`config.mk`:
```
export PLATFORM = sky130hd
export DESIGN_NAME = seq_trigger_detector
export DESIGN_NICKNAME = d
export VERILOG_FILES = /design/src/rtl/seq_trigger_pkg.sv /design/src/rtl/seq_trigger_detector_cmp.sv /design/src/rtl/seq_trigger_detector.sv
export SDC_FILE = /design/constraint.sdc
export NUM_CORES = 1
export LEC_CHECK = 0
export ABC_AREA = 1
export CAP_MARGIN = 20
export CORE_UTILIZATION = 35
export DETAILED_ROUTE_END_ITERATION = 6
export GPL_ROUTABILITY_DRIVEN = 0
export HOLD_SLACK_MARGIN = 0.08
export PLACE_DENSITY = 0.71
export SETUP_SLACK_MARGIN = 0.2
export SLEW_MARGIN = 30
export SYNTH_ARGS = -nofsm -noshare
export SYNTH_HDL_FRONTEND = slang
export SYNTH_SLANG_ARGS = --single-unit
```
`constraint.sdc`:
```
create_clock -name clk -period 2.8 [get_ports clk]
set_input_delay 0.7 -clock clk [delete_from_list [all_inputs] [get_ports clk]]
set_output_delay 0.7 -clock clk [all_outputs]
set_load 0.02 [all_outputs]
```
`src/rtl/seq_trigger_pkg.sv`:
```
// Shared types and helpers for the sequential trigger detector.
// The optional stage timeout is enabled by defining SEQ_TRIGGER_TIMEOUT_EN.
package seq_trigger_pkg;

   typedef enum logic [1:0] {
      ST_IDLE = 2'd0,
      ST_WAIT = 2'd1,
      ST_DONE = 2'd2
   } trig_state_t;

   // Limits a programmed final-stage index to the stages that actually exist.
   function automatic int clamp_last_stage(input int last_stage, input int stages);
      if (last_stage > stages - 1)
         return stages - 1;
      return last_stage;
   endfunction

endpackage

```
`src/rtl/seq_trigger_detector_cmp.sv`:
```
// One trigger stage: masked pattern compare and rising-edge qualification.
// The previous match is registered every cycle so edges are seen in any FSM state.
import seq_trigger_pkg::*;

module trig_stage_cmp #(
   parameter int WIDTH = 4
) (
   input  logic             clk,
   input  logic             rst,
   input  logic [WIDTH-1:0] in_data,
   input  logic [WIDTH-1:0] pattern,
   input  logic [WIDTH-1:0] mask,
   output logic             match,
   output logic             rise
);

   logic prev_match_reg;

   // Bits with a clear mask are ignored, so an all-zero mask always matches.
   assign match = ((in_data & mask) == (pattern & mask));
   assign rise  = match & ~prev_match_reg;

   always_ff @(posedge clk) begin
      if (rst)
         prev_match_reg <= 1'b0;
      else
         prev_match_reg <= match;
   end

endmodule

```
`src/rtl/seq_trigger_detector.sv`:
```
// Multi-stage ordered trigger: FSM, optional stage timeout, capture and trigger counter.
// Define SEQ_TRIGGER_TIMEOUT_EN to build the per-stage timeout timer.
import seq_trigger_pkg::*;

module seq_trigger_detector #(
   parameter int  WIDTH  = 4,
   parameter int  STAGES = 4,
   parameter int  TW     = 8,
   parameter int  CW     = 8,
   localparam int SW     = (STAGES > 1) ? $clog2(STAGES) : 1
) (
   input  logic                     clk,
   input  logic                     rst,
   input  logic                     arm,
   input  logic                     abort,
   input  logic [WIDTH-1:0]         in_data,
   input  logic [STAGES*WIDTH-1:0]  cfg_pattern,
   input  logic [STAGES*WIDTH-1:0]  cfg_mask,
   input  logic [SW-1:0]            cfg_last_stage,
   input  logic [TW-1:0]            cfg_timeout,
   output logic [1:0]               state,
   output logic [SW-1:0]            stage_idx,
   output logic                     trig_pulse,
   output logic                     triggered,
   output logic                     timeout_pulse,
   output logic [WIDTH-1:0]         cap_data,
   output logic [CW-1:0]            trig_count
);

   trig_state_t       state_reg;
   logic [STAGES-1:0] match;
   logic [STAGES-1:0] rise;
   logic [SW-1:0]     eff_last;
   logic              cur_rise;
   logic              timeout_hit;

   generate
      for (genvar gi = 0; gi < STAGES; gi++) begin : g_stage
         trig_stage_cmp #(
            .WIDTH (WIDTH)
         ) u_cmp (
            .clk     (clk),
            .rst     (rst),
            .in_data (in_data),
            .pattern (cfg_pattern[gi*WIDTH +: WIDTH]),
            .mask    (cfg_mask[gi*WIDTH +: WIDTH]),
            .match   (match[gi]),
            .rise    (rise[gi])
         );
      end
   endgenerate

   assign eff_last = SW'(clamp_last_stage(int'(cfg_last_stage), STAGES));
   assign cur_rise = rise[stage_idx];
   assign state    = state_reg;

`ifdef SEQ_TRIGGER_TIMEOUT_EN
   logic [TW-1:0] timer_reg;

   // An edge in the same cycle always wins over the timeout.
   assign timeout_hit = (state_reg == ST_WAIT) && (stage_idx != '0) &&
                        (cfg_timeout != '0) && !cur_rise &&
                        (timer_reg == cfg_timeout - TW'(1));

   always_ff @(posedge clk) begin
      if (rst)
         timer_reg <= '0;
      else if (abort || arm || state_reg != ST_WAIT || cur_rise || timeout_hit ||
               stage_idx == '0 || cfg_timeout == '0)
         timer_reg <= '0;
      else
         timer_reg <= timer_reg + TW'(1);
   end
`else
   logic unused_cfg_timeout;

   assign unused_cfg_timeout = ^cfg_timeout;
   assign timeout_hit        = 1'b0;
`endif

   always_ff @(posedge clk) begin
      if (rst) begin
         state_reg     <= ST_IDLE;
         stage_idx     <= '0;
         trig_pulse    <= 1'b0;
         triggered     <= 1'b0;
         timeout_pulse <= 1'b0;
         cap_data      <= '0;
         trig_count    <= '0;
      end else begin
         trig_pulse    <= 1'b0;
         timeout_pulse <= 1'b0;
         if (abort) begin
            state_reg <= ST_IDLE;
            stage_idx <= '0;
            triggered <= 1'b0;
         end else if (arm) begin
            state_reg <= ST_WAIT;
            stage_idx <= '0;
            triggered <= 1'b0;
         end else begin
            case (state_reg)
               ST_WAIT: begin
                  if (cur_rise) begin
                     if (stage_idx == eff_last) begin
                        state_reg  <= ST_DONE;
                        triggered  <= 1'b1;
                        trig_pulse <= 1'b1;
                        cap_data   <= in_data;
                        if (trig_count != '1)
                           trig_count <= trig_count + CW'(1);
                     end else begin
                        // Only the current stage is examined, so at most one advance per cycle.
                        stage_idx <= stage_idx + SW'(1);
                     end
                  end else if (timeout_hit) begin
                     stage_idx     <= '0;
                     timeout_pulse <= 1'b1;
                  end
               end
               ST_DONE: begin
                  state_reg <= ST_DONE;
               end
               default: begin
                  state_reg <= ST_IDLE;
               end
            endcase
         end
      end
   end

endmodule

```
==> flow_summary.ini <==
[critical_path]
worstPathMaxFanout = 9
critPathKind = input port to register
critPathLaunchType = input port
cp_slowest_stage_delay_ns = 0.65
cp-end-kind = register
worst_ep_required_time_ns = 3.00
cp_slowest_cell = clkdlybuf4s50_1
critPathArrivalTime_ns = 2.51
path_cells = clkdlybuf4s50_1, inv_2, nand3_1, nand2_1, nor2_1, nand3_1, nand3_2, nand2_2, nor2_4, nand3_2, nand2_1, nand2_1, nor2_1
cp_common_cell = nand2_1

[cts]
cts_tree = built
cts_sinks = 22
cts_setup_buffers = 0
clock_path_buffers = 2
clkSlewWorstSetupHoldPaths_ns = 0.08
cts-root-buf = clkbuf_8
insertion_delay_ns = 0.26
cts_made_buffers = 3
h-tree-depth = 1

[synthesis]
synth-seq-cells = 22
syn-instance-count = 234
syn_nets = 286
synthArstFlopShare = 0
yosysUniqueCellTypes = 25
avgSynthCellArea_um2 = 6.14
synth_edf_count = 0
synthesis.area_mm2 = 0.00144
seq_area_frac_synth = 0.306
synthFlopType = dfxtp_1
yosys_warnings = 0

[power]
fin_total_pwr_uw = 698
leakage_nw = 0.932
power_density_mw_per_mm2 = 325
ir_worst_vdd_uv = 303

[cells_and_area]
drive_above_1_share = 0.0780
final_cell_mix = nor2_1, clkdlybuf4s50_1, nand2_1
final_area_mm2 = 0.00214
largest_reg_flops = 8
diodes = 0
nFillCells = 383
fin_nets = 348
mostFrequentLayoutCell = nor2_1
area_growth_pct = 49.2
final_util = 0.565

[floorplanning]
num_rows = 22
num_io_pins = 69
start_util = 0.378
core_mm2 = 0.00380
die_w_um = 66.1
die-height_um = 66.1
dieArea_mm2 = 0.00437

[route]
first_pass_iters = 4
vias = 1570
post_drt_via_cell_ratio = 4.58
wire_per_inst_um = 9.85
drt_wl_total_mm = 3.38
post-route-drc-count = 0
drtAntennaViolNets = 0
drt_iter0_drc = 86

[placed_design]
hpwl_mm = 2.80
numPortBuffers = 59
post_dp_cell_area_mm2 = 0.00208

[timing]
skew_ns = 0.00139
hold_viol = 0
setup_viol = 0
rsz0062_at_grt = false
fin_crit_ns = 2.31
tns_ns = 0
final.period_utilization = 0.823
fmax_mhz = 434
slew_viol_final = 0

[global_route]
grt_max_degree = 13
grt_first_pass_wirelength_mm = 6.01
antenna_found_initial = 0
overflow = 0
grt_pass1_vias = 1410
grt_util_all_layers = 0.176

[flow_run]
maxCapViolCount = 0

[worst_hold_path]
hp-class = register to register

[outcome]
status = completed
metrics by stage:
stage          instances  hold slack (ns)  setup slack (ns)
6_report             343            0.490             0.494
5_1_grt              343            0.501             0.223
4_1_cts              343            0.490             0.365
3_5_place_dp         339            0.472            0.0971
3_3_place_gp         339            0.472            0.0961
2_1_floorplan        234            0.547             0.918
cells in the mapped netlist, types with 2 or more instances:
cell | n | area [um2]
a21oi_1 | 5 | 25.0
nand2_1 | 51 | 191
nor2_2 | 4 | 25.0
nand4_1 | 10 | 62.6
inv_1 | 25 | 93.8
o21ai_0 | 2 | 10.0
xor2_1 | 2 | 17.5
nand3b_1 | 8 | 60.1
dfxtp_1 | 22 | 440
nor2_1 | 64 | 240
nand3_1 | 19 | 95.1
nand3_2 | 4 | 40.0
inv_2 | 3 | 11.3
buf_4 | 3 | 22.5
ha_1 | 2 | 25.0
cells by family (layout without fill, tap and decap cells):
logic type                 count (synthesis)  after routing  share of synthesized area
other                                      1              1                    0.00261
and+or+nand+nor                          165            165                      0.522
xor gates and xnor gates                   2              2                     0.0122
DFF                                       22             22                      0.306
buffers and inverters                     33             94                      0.100
adders and majority gates                  2              2                     0.0174
AOI/OAI and AO/OA                          9              9                     0.0392
area by class of cell:
class	count	area, um2	share of cell area
Inverter	28	105	0.0490
Timing Repair Buffer	62	628	0.293
Sequential cell	22	440	0.205
Tap cell	48	60.1	0.0280
Multi-Input combinational cell	179	856	0.399
Clock buffer	4	55.1	0.0257
where the power goes:
| part | total [mW] | internal (mW) | switching [mW] |
|---|---|---|---|
| Clock | 0.227 | 0.125 | 0.101 |
| Sequential | 0.320 | 0.318 | 0.00210 |
| Combinational | 0.151 | 0.0827 | 0.0685 |
timing repair:
action | in CTS | in global routing
gates resized for setup | 0 | 3
endpoints found under the setup margin | 0 | 6
hold buffers | 0 | 0
critical path, delay by kind of cell:
kind          cells  cell delay (ns)
simple gates     11             1.10
buf+inv           2             0.71
layer usage:
layer | global-route usage | vias up | part of all wire
met5 | 0 | - | 0
met4 | 0.0452 | 0 | 0.0038
met3 | 0.0448 | 2 | 0.043
met2 | 0.292 | 43 | 0.47
met1 | 0.226 | 665 | 0.48
li1 | - | 860 | -
path summary, 6_finish.rpt:
check | startpoint | endpoint | slack [ns] | cells past startpoint
max | in_data[1] | cap_data[0] | 0.49 | 13
min | state[0] | state[0] | 0.49 | 2
max reg2reg | trig_count[0] | trig_count[7] | 0.94 | 10
min reg2reg | state[0] | state[0] | 0.49 | 2
Note: power is estimated with default switching activity, not from simulation.
